$ cat src/rtl/paint_scheduler.sv
// -----------------------------------------------------------------------------
// paint_scheduler
//   Owns the single framebuffer write port and serialises two kinds of job onto
//   it: a BRUSH x BRUSH square painted at the cursor, and a full-screen clear.
//   Writes are issued in row-major order over a valid/ready handshake.
//
// Ports
//   clk           system clock, all state on rising edge
//   reset         asynchronous, active-high reset
//   paint_req     request a brush paint (sampled every cycle)
//   cursor_x_pos  brush origin x (top-left corner), sampled when the paint starts
//   cursor_y_pos  brush origin y (top-left corner), sampled when the paint starts
//   paint_color   brush colour, sampled when the paint starts
//   clear_req     request a full-screen clear (sampled every cycle)
//   clear_color   background colour, sampled when the clear starts
//   fb_wr_en      write valid
//   fb_addr       pixel address = y*H_RES + x
//   fb_data       pixel colour
//   fb_wr_ready   framebuffer accepts the write this cycle
//   busy          high while a job is in progress
//   done          one-cycle pulse after the last write of a job is accepted
// -----------------------------------------------------------------------------
module paint_scheduler #(
    parameter int H_RES   = 640,
    parameter int V_RES   = 480,
    parameter int BRUSH   = 16,
    parameter int COLOR_W = 3,
    parameter int ADDR_W  = 19
) (
    input  logic               clk,
    input  logic               reset,
    input  logic               paint_req,
    input  logic [10:0]        cursor_x_pos,
    input  logic [10:0]        cursor_y_pos,
    input  logic [COLOR_W-1:0] paint_color,
    input  logic               clear_req,
    input  logic [COLOR_W-1:0] clear_color,
    output logic               fb_wr_en,
    output logic [ADDR_W-1:0]  fb_addr,
    output logic [COLOR_W-1:0] fb_data,
    input  logic               fb_wr_ready,
    output logic               busy,
    output logic               done
);

    localparam int CW    = 11;
    localparam int BW    = $clog2(BRUSH + 1);
    localparam int TOTAL = H_RES * V_RES;

    localparam logic [BW-1:0]     D_LAST   = BW'(BRUSH - 1);
    localparam logic [CW-1:0]     X_LAST   = CW'(H_RES - 1);
    localparam logic [CW-1:0]     Y_LAST   = CW'(V_RES - 1);
    localparam logic [CW-1:0]     X_LIMIT  = CW'(H_RES);
    localparam logic [CW-1:0]     Y_LIMIT  = CW'(V_RES);
    localparam logic [ADDR_W-1:0] A_LAST   = ADDR_W'(TOTAL - 1);
    localparam logic [ADDR_W-1:0] ROW_STEP = ADDR_W'(H_RES);
    localparam logic [31:0]       H_RES_U  = 32'(H_RES);

    typedef enum logic [1:0] {
        IDLE,
        PAINT,
        CLEAR
    } state_t;

    state_t             state;
    logic               paint_pend;
    logic               clear_pend;
    logic [CW-1:0]      x0;
    logic [CW-1:0]      x_cur;
    logic [CW-1:0]      y_cur;
    logic [BW-1:0]      dx;
    logic [BW-1:0]      dy;
    logic [ADDR_W-1:0]  row_base;   // y_cur * H_RES, kept incrementally

    logic               origin_ok;
    logic [ADDR_W-1:0]  start_row;
    logic [ADDR_W-1:0]  start_addr;
    logic [CW-1:0]      x_next;
    logic [CW-1:0]      y_next;
    logic [ADDR_W-1:0]  next_base;
    logic               accept;
    logic               row_end;
    logic               last_px;

    always_comb begin
        origin_ok  = (cursor_x_pos < X_LIMIT) && (cursor_y_pos < Y_LIMIT);
        // One multiply per job start; every later address is an add.
        start_row  = ADDR_W'({21'd0, cursor_y_pos} * H_RES_U);
        start_addr = start_row + ADDR_W'(cursor_x_pos);

        // Wrap by compare-and-reset: coordinates only ever step by one.
        x_next    = (x_cur == X_LAST) ? '0 : x_cur + 1'b1;
        y_next    = (y_cur == Y_LAST) ? '0 : y_cur + 1'b1;
        next_base = (y_cur == Y_LAST) ? '0 : row_base + ROW_STEP;

        accept  = fb_wr_en && fb_wr_ready;
        row_end = (dx == D_LAST);
        last_px = row_end && (dy == D_LAST);
    end

    always_ff @(posedge clk or posedge reset) begin
        if (reset) begin
            state      <= IDLE;
            paint_pend <= 1'b0;
            clear_pend <= 1'b0;
            x0         <= '0;
            x_cur      <= '0;
            y_cur      <= '0;
            dx         <= '0;
            dy         <= '0;
            row_base   <= '0;
            fb_wr_en   <= 1'b0;
            fb_addr    <= '0;
            fb_data    <= '0;
            busy       <= 1'b0;
            done       <= 1'b0;
        end else begin
            done <= 1'b0;

            // Requests are captured here; the start branches below clear the
            // flag afterwards so a request landing on the start edge merges.
            if (paint_req) paint_pend <= 1'b1;
            if (clear_req) clear_pend <= 1'b1;

            case (state)
                IDLE: begin
                    if (clear_pend) begin
                        clear_pend <= 1'b0;
                        state      <= CLEAR;
                        busy       <= 1'b1;
                        fb_wr_en   <= 1'b1;
                        fb_addr    <= '0;
                        fb_data    <= clear_color;
                    end else if (paint_pend) begin
                        paint_pend <= 1'b0;
                        state      <= PAINT;
                        busy       <= 1'b1;
                        x0         <= cursor_x_pos;
                        x_cur      <= cursor_x_pos;
                        y_cur      <= cursor_y_pos;
                        dx         <= '0;
                        dy         <= '0;
                        row_base   <= start_row;
                        fb_addr    <= start_addr;
                        fb_data    <= paint_color;
                        // Out-of-range origin: enter PAINT with no valid write
                        // so the job retires on the next edge.
                        fb_wr_en   <= origin_ok;
                    end
                end

                PAINT: begin
                    if (!fb_wr_en) begin
                        state <= IDLE;
                        busy  <= 1'b0;
                        done  <= 1'b1;
                    end else if (accept) begin
                        if (last_px) begin
                            state    <= IDLE;
                            fb_wr_en <= 1'b0;
                            busy     <= 1'b0;
                            done     <= 1'b1;
                        end else if (row_end) begin
                            dx       <= '0;
                            dy       <= dy + 1'b1;
                            x_cur    <= x0;
                            y_cur    <= y_next;
                            row_base <= next_base;
                            fb_addr  <= next_base + ADDR_W'(x0);
                        end else begin
                            dx      <= dx + 1'b1;
                            x_cur   <= x_next;
                            fb_addr <= row_base + ADDR_W'(x_next);
                        end
                    end
                end

                CLEAR: begin
                    if (accept) begin
                        if (fb_addr == A_LAST) begin
                            state    <= IDLE;
                            fb_wr_en <= 1'b0;
                            busy     <= 1'b0;
                            done     <= 1'b1;
                        end else begin
                            fb_addr <= fb_addr + 1'b1;
                        end
                    end
                end

                default: begin
                    state    <= IDLE;
                    fb_wr_en <= 1'b0;
                    busy     <= 1'b0;
                end
            endcase
        end
    end

endmodule

$ cat config.mk
export PLATFORM = sky130hd
export DESIGN_NAME = paint_scheduler
export DESIGN_NICKNAME = d
export VERILOG_FILES = /design/src/rtl/paint_scheduler.sv
export SDC_FILE = /design/constraint.sdc
export NUM_CORES = 1
export LEC_CHECK = 0
export BUFFER_PORTS_ARGS = -buffer_cell sky130_fd_sc_hd__buf_2
export CAP_MARGIN = 15
export CORE_UTILIZATION = 59
export CTS_BUF_LIST = sky130_fd_sc_hd__clkbuf_8
export DETAILED_ROUTE_END_ITERATION = 16
export HOLD_SLACK_MARGIN = 0.06
export PLACE_DENSITY = 0.9
export SLEW_MARGIN = 10
export SYNTH_ARGS = -nofsm -noshare
export SYNTH_HDL_FRONTEND = slang
export SYNTH_SLANG_ARGS = --single-unit
$ cat constraint.sdc
create_clock -name clk -period 7.6 [get_ports clk]
set_clock_uncertainty 0.1 [all_clocks]
set_input_delay 0.38 -clock clk [delete_from_list [all_inputs] [get_ports clk]]
set_output_delay 0.38 -clock clk [all_outputs]
set_load 0.05 [all_outputs]
* After elaboration in Yosys (flattened, before gate mapping)
Index checks and enable logic that the tools add are counted.
** Storage, ports and cells
- Bits in registers :: 91
- Latch bits :: 0
- Memory bits (writable) :: 0
- ROM bits :: 0
- Output and inout bits :: 25
- Word-level logic and storage cells :: 142
- Memories kept :: 0
** Cells by class
- Add/subtract/negate cells :: 9
- Multipliers :: 1
- Div/mod/pow operators :: 0
- $lt $le $gt $ge :: 2
- Eq/ne operators :: 19
- Shift operators :: 0
- Multiplexer cells :: 82
- Bitwise operators :: 1
- Reductions and logical operators :: 14
** Operators by type and width (number)
- 19-bit 2-to-1 mux :: 15
- 11-bit 2-to-1 mux :: 14
- 19-bit by 11-bit adder with 19-bit output :: 3
- 19-bit one-hot mux with 3 select lines :: 1
- 5-bit 2-to-1 mux :: 10
- 11-bit one-hot mux with 2 select lines :: 2
- 19-bit one-hot mux with 2 select lines :: 1
- 1-bit 2-to-1 mux :: 24
- 11-bit by 1-bit adder with 11-bit output (second input constant) :: 2
- 5-bit one-hot mux with 2 select lines :: 2
- 19-bit by 1-bit adder with 19-bit output (second input constant) :: 1
- 19-bit by 10-bit adder with 19-bit output (second input constant) :: 1
- 19-bit equality test (second input constant) :: 1
- 2-bit != test (second input constant) :: 9
- 2-bit 2-to-1 mux :: 7
- 7-bit AND reduction :: 2
- 11-bit by 3-bit multiplier with 12-bit output (second input constant) :: 1
- 11-bit by 10-bit equality test with 1-bit output (second input constant) :: 1
- 11-bit by 9-bit equality test with 1-bit output (second input constant) :: 1
- 11-bit by 10-bit less-than comparator with 1-bit output (second input constant) :: 1
- 11-bit by 9-bit less-than comparator with 1-bit output (second input constant) :: 1
- 5-bit by 1-bit adder with 5-bit output (second input constant) :: 2
- 5-bit by 4-bit equality test with 1-bit output (second input constant) :: 2
- 3-bit != test (second input constant) :: 3
- 15 further kinds :: 21

* Depth between registers and ports, before layout
Gate-level depths: netlist of run 1.
- Word-level depth :: 8
- Mapped depth :: 18
- Depth with buffers taken out :: 17

* Least setup slack after synthesis of run 1
No wires, ideal clock.
- Kind :: reg-to-reg
- Start :: reg y_cur[0]
- End :: reg fb_addr[18]
- Data arrival time :: 4.115 ns
- Required time :: 7.434 ns
- Setup slack :: 3.319 ns
- Stages on the path, launching flop included :: 19
- Cells stage by stage :: dfrtp_1 > ha_1 > and4_1 > nand3_1 > clkbuf_1 > clkbuf_1 > and2_1 > ha_1 > inv_1 > fa_1 > inv_1 > maj3_1 > a22o_1 > a31oi_1 > o31a_1 > o21ba_2 > or4_1 > a31oi_1 > o22a_1
** Between the ends
- Cells in the longest elaborated chain, start to end :: 8
** Ends and longest elaborated chain
- start, declared :: line 70 : logic [CW-1:0] y_cur;
- start signal, assigned :: line 140 : y_cur <= cursor_y_pos;
- start signal, assigned :: line 167 : y_cur <= y_next;
- 11-bit by 9-bit equality test with 1-bit output :: line 94 : next_base = (y_cur == Y_LAST) ? '0 : row_base + ROW_STEP;
- 19-bit 2-to-1 mux :: line 94
- 19-bit by 11-bit adder with 19-bit output :: line 169 : fb_addr <= next_base + ADDR_W'(x0);
- 19-bit 2-to-1 mux :: line 163 : end else if (row_end) begin
- 19-bit 2-to-1 mux :: line 158 : if (last_px) begin
- 19-bit 2-to-1 mux :: line 157 : end else if (accept) begin
- 19-bit 2-to-1 mux :: line 153 : if (!fb_wr_en) begin
- 19-bit one-hot mux with 3 select lines :: line 125 : case (state)
- end signal, assigned :: line 144 : fb_addr <= start_addr;
- end signal, assigned :: line 169
- end signal, assigned :: line 173 : fb_addr <= row_base + ADDR_W'(x_next);
- end, declared :: line 39 : output logic [ADDR_W-1:0] fb_addr,
Every way passes these cells. The select of a mux whose other input is x is not followed.
A chain may end at the register's enable or synchronous reset.

* Worst setup path after layout of run 1
- Start :: reg x_cur[0]
- End :: reg fb_addr[18]
** Between the ends
- Cells in the longest elaborated chain, start to end :: 8
** Ends and longest elaborated chain
- start, declared :: line 69 : logic [CW-1:0] x_cur;
- start signal, assigned :: line 139 : x_cur <= cursor_x_pos;
- start signal, assigned :: line 172 : x_cur <= x_next;
- 11-bit by 1-bit adder with 11-bit output or 11-bit by 10-bit equality test with 1-bit output (tied branches) :: line 92 : x_next = (x_cur == X_LAST) ? '0 : x_cur + 1'b1;
- 11-bit 2-to-1 mux (*) :: line 92
- 19-bit by 11-bit adder with 19-bit output (*) :: line 173
- 19-bit 2-to-1 mux (*) :: line 163
- 19-bit 2-to-1 mux (*) :: line 158
- 19-bit 2-to-1 mux (*) :: line 157
- 19-bit 2-to-1 mux (*) :: line 153
- 19-bit one-hot mux with 3 select lines (*) :: line 125
Every way passes the cells marked *; elsewhere a longest branch is shown, timed or not. The select of a mux whose other input is x is not followed.

==> metrics, run 1 <==
status=complete, no violations; Yosys warning count=0; cell row count=41; Cell Area, Synth=7710 um^2; final instance area=between 8000 and 9000 um^2; Fmax=210 MHz; dpl ws=just under 3 ns; Nets=roughly 1.1k; async set or reset register ratio after synthesis=100%; RSZ-0062 raised after global routing=no; maximum fanout along the worst path=8; Storage cell area=around 2300 um^2; Yosys reg bits=91; via density per instance=~6.5; most common cell in the netlist=nor2_1; initial antenna violation count=2; buffer count from post-CTS setup fixing=0; die outline height=~120 um; critical setup path kind=reg2reg; Layout fillers=roughly 1.1k; Critical Path Start Type=flip-flop; minimum clock period=4.76 ns; clock-pin slew of the registers on the worst-case setup and hold paths=~0.11 ns; Mapped Nets=slightly above 1k; largest net degree at the start of global routing=a little under 60; first-pass GRT wire length=roughly 35000 um; synth top area cells=dfrtp_1 (30%), ha_1 (8.0%), xnor2_1 (6.2%); Post-synth EDFFs=0; Max IR drop VDD=between 0.0002 and 0.0003 V; nature of the critical path endpoint=flip-flop; multi-input combinational cell area=approximately 5100 um^2; Slew Limit Headroom=a little under a third; Root Driver=clkbuf_8; die area=~14000 um^2; die span in x=about 120 um; CORE AREA=12700 um^2; leakage=~3.6 nW; number of global-route vias before repair=~6.8k; Setup-failing EPs final=0; Slew Limit Fails=0; routed wl met3=~2200 um; Post-Place Cell Area=8060 um^2; Iter 0 DRT Violations=between 700 and 800; total grt overflow=0; Max Used Layer=met5; Mean Syn Cell Area=around 8 um^2; diode count=0; io pins=between 50 and 60; total CTS buffers=9; Yosys top cell area share=between 20 and 30%; final-report hold violation count=0; H-tree depth=3; antenna-violating nets left=0; met2 WL=about 9600 um; crit share post-route=roughly 63%; clock sinks=just over 90; vias=approximately 7.4k; Non-Filler Instances=approximately 1.2k; Routability Congestion=about 0.97; dpl hpwl=~16000 um; All-Layer GR Usage=34.4%; worst setup margin=roughly 2.8 ns; final hold slack=0.0994 ns; drt pass-1 iters=5; setup_tns=0 ns; TritonCTS clock tree=yes; dpl cells=approximately 1.1k; final WL=21800 um; Layout area overhead=8.15%; most frequent cells after synthesis=nor2_1 (97), nand2_1 (96), dfrtp_1 (91); Mapped Cells=about 950; Synth area leader=dfrtp_1; CP required=7.81 ns; pwr/cell area=447 nW/um^2; Netlist cell types=69; # port buffers=57; Worst EP arrival=roughly 5.0 ns; met1 WL=~9300 um; maxcap violations=0; Worst-Margin Slew=just over 1 ns; post-DR wirelength/cell=18.9 um; CTS max path bufs=2; share of cells above drive strength 1=11.0%; sequential-to-total area share from yosys stat=between 20 and 30%; Clock Latency Late Sink=0.40 ns; DRC=0; Starting Density=approximately three fifths; Main synth FF type=dfrtp_1; Hold Path Class=in2reg
-- registers in the layout (all words and copies together) (netlist names) --
signal	count
fb_addr	19
row_base	19
x0	11
x_cur	11
y_cur	11
dx	5
dy	5
fb_data	3
state	2
busy	1
clear_pend	1
done	1
fb_wr_en	1
paint_pend	1
-- area by class of cell --
| class | count | share of cell area [%] |
|---|---|---|
| inverters | 29 | 1.32 |
| clock buffers | 9 | 1.49 |
| multi-input cells | 780 | 61.4 |
| repair buffers | 66 | 4.26 |
| well taps | 172 | 2.58 |
| flip-flops and latches | 91 | 27.3 |
| clock inverters | 7 | 1.68 |
-- per-stage QoR --
step           power, mW  utilization, %
2_1_floorplan       2.68               -
3_3_place_gp        3.16            63.6
3_5_place_dp        3.22            63.6
4_1_cts             3.67            65.8
5_1_grt             3.99            65.8
6_report            3.73            65.8
-- power by group --
| group | switching, mW | internal (mW) | total, mW | leakage, nW |
|---|---|---|---|---|
| Sequential | 0.327 | 0.691 | 1.02 | 1.14 |
| Clock | 0.190 | 0.252 | 0.442 | 0.131 |
| Combinational | 1.44 | 0.828 | 2.27 | 2.36 |
| Total | 1.96 | 1.77 | 3.73 | 3.63 |
-- layer usage --
metal,up-vias,track usage (%)
li1,3495,-
met1,3479,47.2
met2,408,51.6
met3,59,8.10
met4,4,15.6
met5,-,0
-- worst max-delay path, stage by stage, from the launching register on --
cell      delay (ns)
dfrtp_1         0.43
ha_1            0.21
nand3_1         0.16
nor2_1          0.21
nand2_1         0.07
nor4_1          0.78
nor2_1          0.10
ha_1            0.26
fa_1            0.40
a21o_1          0.19
a21oi_1         0.26
o21bai_1        0.18
a31oi_1         0.43
nor2_1          0.12
xor2_1          0.16
a221oi_1        0.29
a31oi_1         0.14
o22a_1          0.16
-- worst paths after layout --
| kind | start | cells after the start | endpoint | slack, ns |
|---|---|---|---|---|
| min reg2reg | busy$_DFFE_PP0P_ | 2 | busy$_DFFE_PP0P_ | 0.40 |
| min in group asynchronous | reset | 3 | x0[1]$_DFFE_PP0P_ | 0.46 |
| max | x_cur[0]$_DFFE_PP0P_ | 17 | fb_addr[18]$_DFFE_PP0P_ | 2.84 |
| max reg2reg | x_cur[0]$_DFFE_PP0P_ | 17 | fb_addr[18]$_DFFE_PP0P_ | 2.84 |
| min | paint_req | 2 | paint_pend$_DFF_PP0_ | 0.1 |
| max in group asynchronous | reset | 4 | row_base[8]$_DFFE_PP0P_ | 5.73 |
-- logic make-up (layout without fill, tap and decap cells) --
kind of cell,Yosys count,in the layout,share of synthesized area [%]
AOI/OAI and AO/OA,267,267,22.3
DFF,91,91,29.5
adders and majority gates,54,54,9.12
xor gates and xnor gates,90,90,10.3
muxes,21,21,2.95
and+or+nand+nor,348,348,21.6
buffers and inverters,82,111,4.11
-- what timing repair did --
action / CTS / global route
hold buffers: 1 / 0
gates resized for setup: 0 / 0
endpoints found under the hold margin: 34 / 0
-- layout by cell type, fill, tap and decap left out, types with 4 or more instances in the layout --
cell	count
nor2_1	97
nand2_1	96
dfrtp_1	91
o21ai_0	73
a21oi_1	59
buf_2	57
xnor2_1	55
ha_1	49
nand3_1	39
xor2_1	34
inv_1	29
nor3_1	20
a31oi_1	18
and2_1	17
a21o_1	14
mux2_2	14
or3_1	12
a221oi_1	11
a22o_1	10
nand4_1	10
nor2b_1	9
o21a_1	9
and3_1	9
o22ai_1	9
clkbuf_8	9
nor4_1	8
o211ai_1	8
buf_4	8
nand2b_1	7
a22oi_1	7
mux2i_1	7
or2_2	6
o21ai_1	5
a41oi_1	5
or4_1	4
o21bai_1	4
a311oi_1	4
fa_1	4
bufinv_16	4
No activity file was read; power rests on OpenSTA's default activity.
==> run 2, diff against run 1 <==
--- a/config.mk
+++ b/config.mk
@@ -7,11 +7,11 @@
 export LEC_CHECK = 0
 export BUFFER_PORTS_ARGS = -buffer_cell sky130_fd_sc_hd__buf_2
 export CAP_MARGIN = 15
-export CORE_UTILIZATION = 59
+export CORE_UTILIZATION = 57
 export CTS_BUF_LIST = sky130_fd_sc_hd__clkbuf_8
 export DETAILED_ROUTE_END_ITERATION = 16
 export HOLD_SLACK_MARGIN = 0.06
-export PLACE_DENSITY = 0.9
+export PLACE_DENSITY = 0.91
 export SLEW_MARGIN = 10
 export SYNTH_ARGS = -nofsm -noshare
 export SYNTH_HDL_FRONTEND = slang
==> constraint.sdc (replaced) <==
create_clock -name clk -period 4.2 [get_ports clk]
set_clock_uncertainty 0.1 [all_clocks]
set_input_delay 0.21 -clock clk [delete_from_list [all_inputs] [get_ports clk]]
set_output_delay 0.21 -clock clk [all_outputs]
set_load 0.05 [all_outputs]
==> run 2 against run 1 <==
Hold slack worse by 0.029 ns. First-iteration DRC count is 26% higher. Global-route usage is 1.2 points lower. Sequential share of layout area is 0.88 points lower. Critical path type unchanged. Largest cell class unchanged. Largest power group unchanged. Highest routed layer is now met4.
==> metrics, run 2 (same netlist as run 1, synthesis figures left out) <==
status=complete, no violations; setup_tns=0 ns; Worst-Margin Slew=0.967 ns; CP delay by family, top=compound AO/OA/AOI/OAI gates; drt pass-1 iters=6; DRC=0; Critical Path Start Type=flip-flop; Worst EP arrival=roughly 4 ns; dpl hpwl=between 15000 and 20000 um; Slew Limit Headroom=between 30% and 40%; post-DR wirelength/cell=approximately 19 um; Layout area overhead=11.7%; Finished Core Util=between 60% and 70%; final hold slack=0.0703 ns; # port buffers=between 50 and 60; Post-Place Cell Area=between 8000 and 9000 um^2; minimum clock period=3.93 ns; diode count=0; Slew Limit Fails=0; Starting Density=58.2%; share of cells above drive strength 1=between 10% and 20%; worst-path cell chain=ha_1 > nand3_1 > nor2_2 > nand2_1 > nor4_1 > buf_4 > nor2_1 > ha_1 > fa_1 > a21o_1 > a21oi_2 > o21bai_1 > a31oi_1 > nor2_1 > xor2_1 > a221oi_1 > a31oi_1 > o22a_1; crit share post-route=93.6%; Setup-failing EPs final=0; launch point of the worst reg-to-reg path=x_cur[0]$_DFFE_PP0P_; TritonCTS clock tree=yes; pwr/cell area=roughly 800 nW/um^2; P_sw=between 3 and 4 mW; via density per instance=~6.4; maximum fanout along the worst path=8; clock sinks=91; Root Driver=clkbuf_8; Iter 0 DRT Violations=~950; critical setup path kind=reg2reg; Max IR drop VDD=around 0.00035 V; number of global-route vias before repair=between 6k and 7k; Routability Congestion=1.00; maxcap violations=0; CTS max path bufs=2; initial antenna violation count=0; vias=about 7.6k; worst setup path start=x_cur[0]$_DFFE_PP0P_; io pins=slightly below 60; Clock Latency Late Sink=between 0.3 and 0.4 ns; total grt overflow=0; Layout fillers=around 1.1k; Nets=between 1k and 1.5k; Int Power=around 3.3 mW; final-report hold violation count=0; die area=approximately 14000 um^2; largest net degree at the start of global routing=53; All-Layer GR Usage=between 30% and 40%; Top Registers=fb_addr: 19 flops, row_base: 19 flops; CORE AREA=between 10000 and 15000 um^2; Fmax=254 MHz; H-tree depth=3; clock-pin slew of the registers on the worst-case setup and hold paths=0.10 ns; most frequent cells in the layout=nand2_1 (96), nor2_1 (96), dfrtp_1 (91); die outline height=about 120 um; cell row count=42; Sw Share=a little over half; Clock Power Share=around 12%; antenna-violating nets left=0; CP required=~4.4 ns; critical path's largest stage delay=between 0.4 and 0.5 ns; final WL=about 23000 um; Seq pwr share=between 20 and 30%; first-pass GRT wire length=approximately 36000 um; CP max stage cell=dfrtp_1; nature of the critical path endpoint=flip-flop; final instance area=8610 um^2; total CTS buffers=9; die span in x=~120 um; Hold Path Class=in2reg; leakage=3.76 nW; post-route total power=6.85 mW; Comb pwr share=about three fifths; worst hold start=cursor_x_pos[5]; Worst Path Buf+Inv=1
==> run 2: through the flow <==
step                      worst slack (ns)  cells
after floorplan                     0.0813    953
after global placement               0.338   1151
after detailed placement             0.236   1151
after CTS                            0.202   1187
after global routing               -0.0123   1188
final                                0.271   1188
==> run 2: area by class of cell <==
| type | instances | area, um^2 | share of cell area, % |
|---|---|---|---|
| flip-flops and latches | 91 | 2280 | 26.4 |
| clock inverters | 7 | 133 | 1.54 |
| well taps | 176 | 220 | 2.56 |
| repair buffers | 96 | 628 | 7.29 |
| clock buffers | 9 | 124 | 1.44 |
| inverters | 29 | 110 | 1.28 |
| multi-input cells | 780 | 5120 | 59.5 |
==> run 2: path summary, 6_finish.rpt <==
path,endpoint,depth (start not counted),slack (ns)
max in group asynchronous,row_base[16]$_DFFE_PP0P_,4,2.51
worst max register to register,fb_addr[18]$_DFFE_PP0P_,18,0.27
worst min-delay path,x0[5]$_DFFE_PP0P_,2,0.07
worst max-delay path,fb_addr[18]$_DFFE_PP0P_,18,0.27
min in group asynchronous,x_cur[2]$_DFFE_PP0P_,3,0.40
worst min register to register,busy$_DFFE_PP0P_,2,0.40
==> run 2: timing repair <==
item | CTS | global route
setup endpoints to repair | 0 | 2
gates resized for setup | 0 | 2
buffers inserted | 0 | 1
endpoints found under the hold margin | 73 | 0
hold buffers | 20 | 0
==> run 2: power by group through the flow <==
stage	Clock, mW	Sequential, mW	Combinational (mW)
after floorplan	0	1.97	2.88
after global placement	0	1.80	4.00
after detailed placement	0	1.82	4.09
after CTS	0.784	1.81	4.12
after global routing	0.823	1.88	4.58
final	0.786	1.83	4.23
==> run 2: layer usage <==
metal | global-route usage, % | share of wire [%] | up-vias
li1 | - | - | 3554
met1 | 45.0 | 41 | 3567
met2 | 51.0 | 45 | 412
met3 | 7.19 | 11 | 62
met4 | 14.7 | 3.3 | 0
met5 | 0 | 0 | -
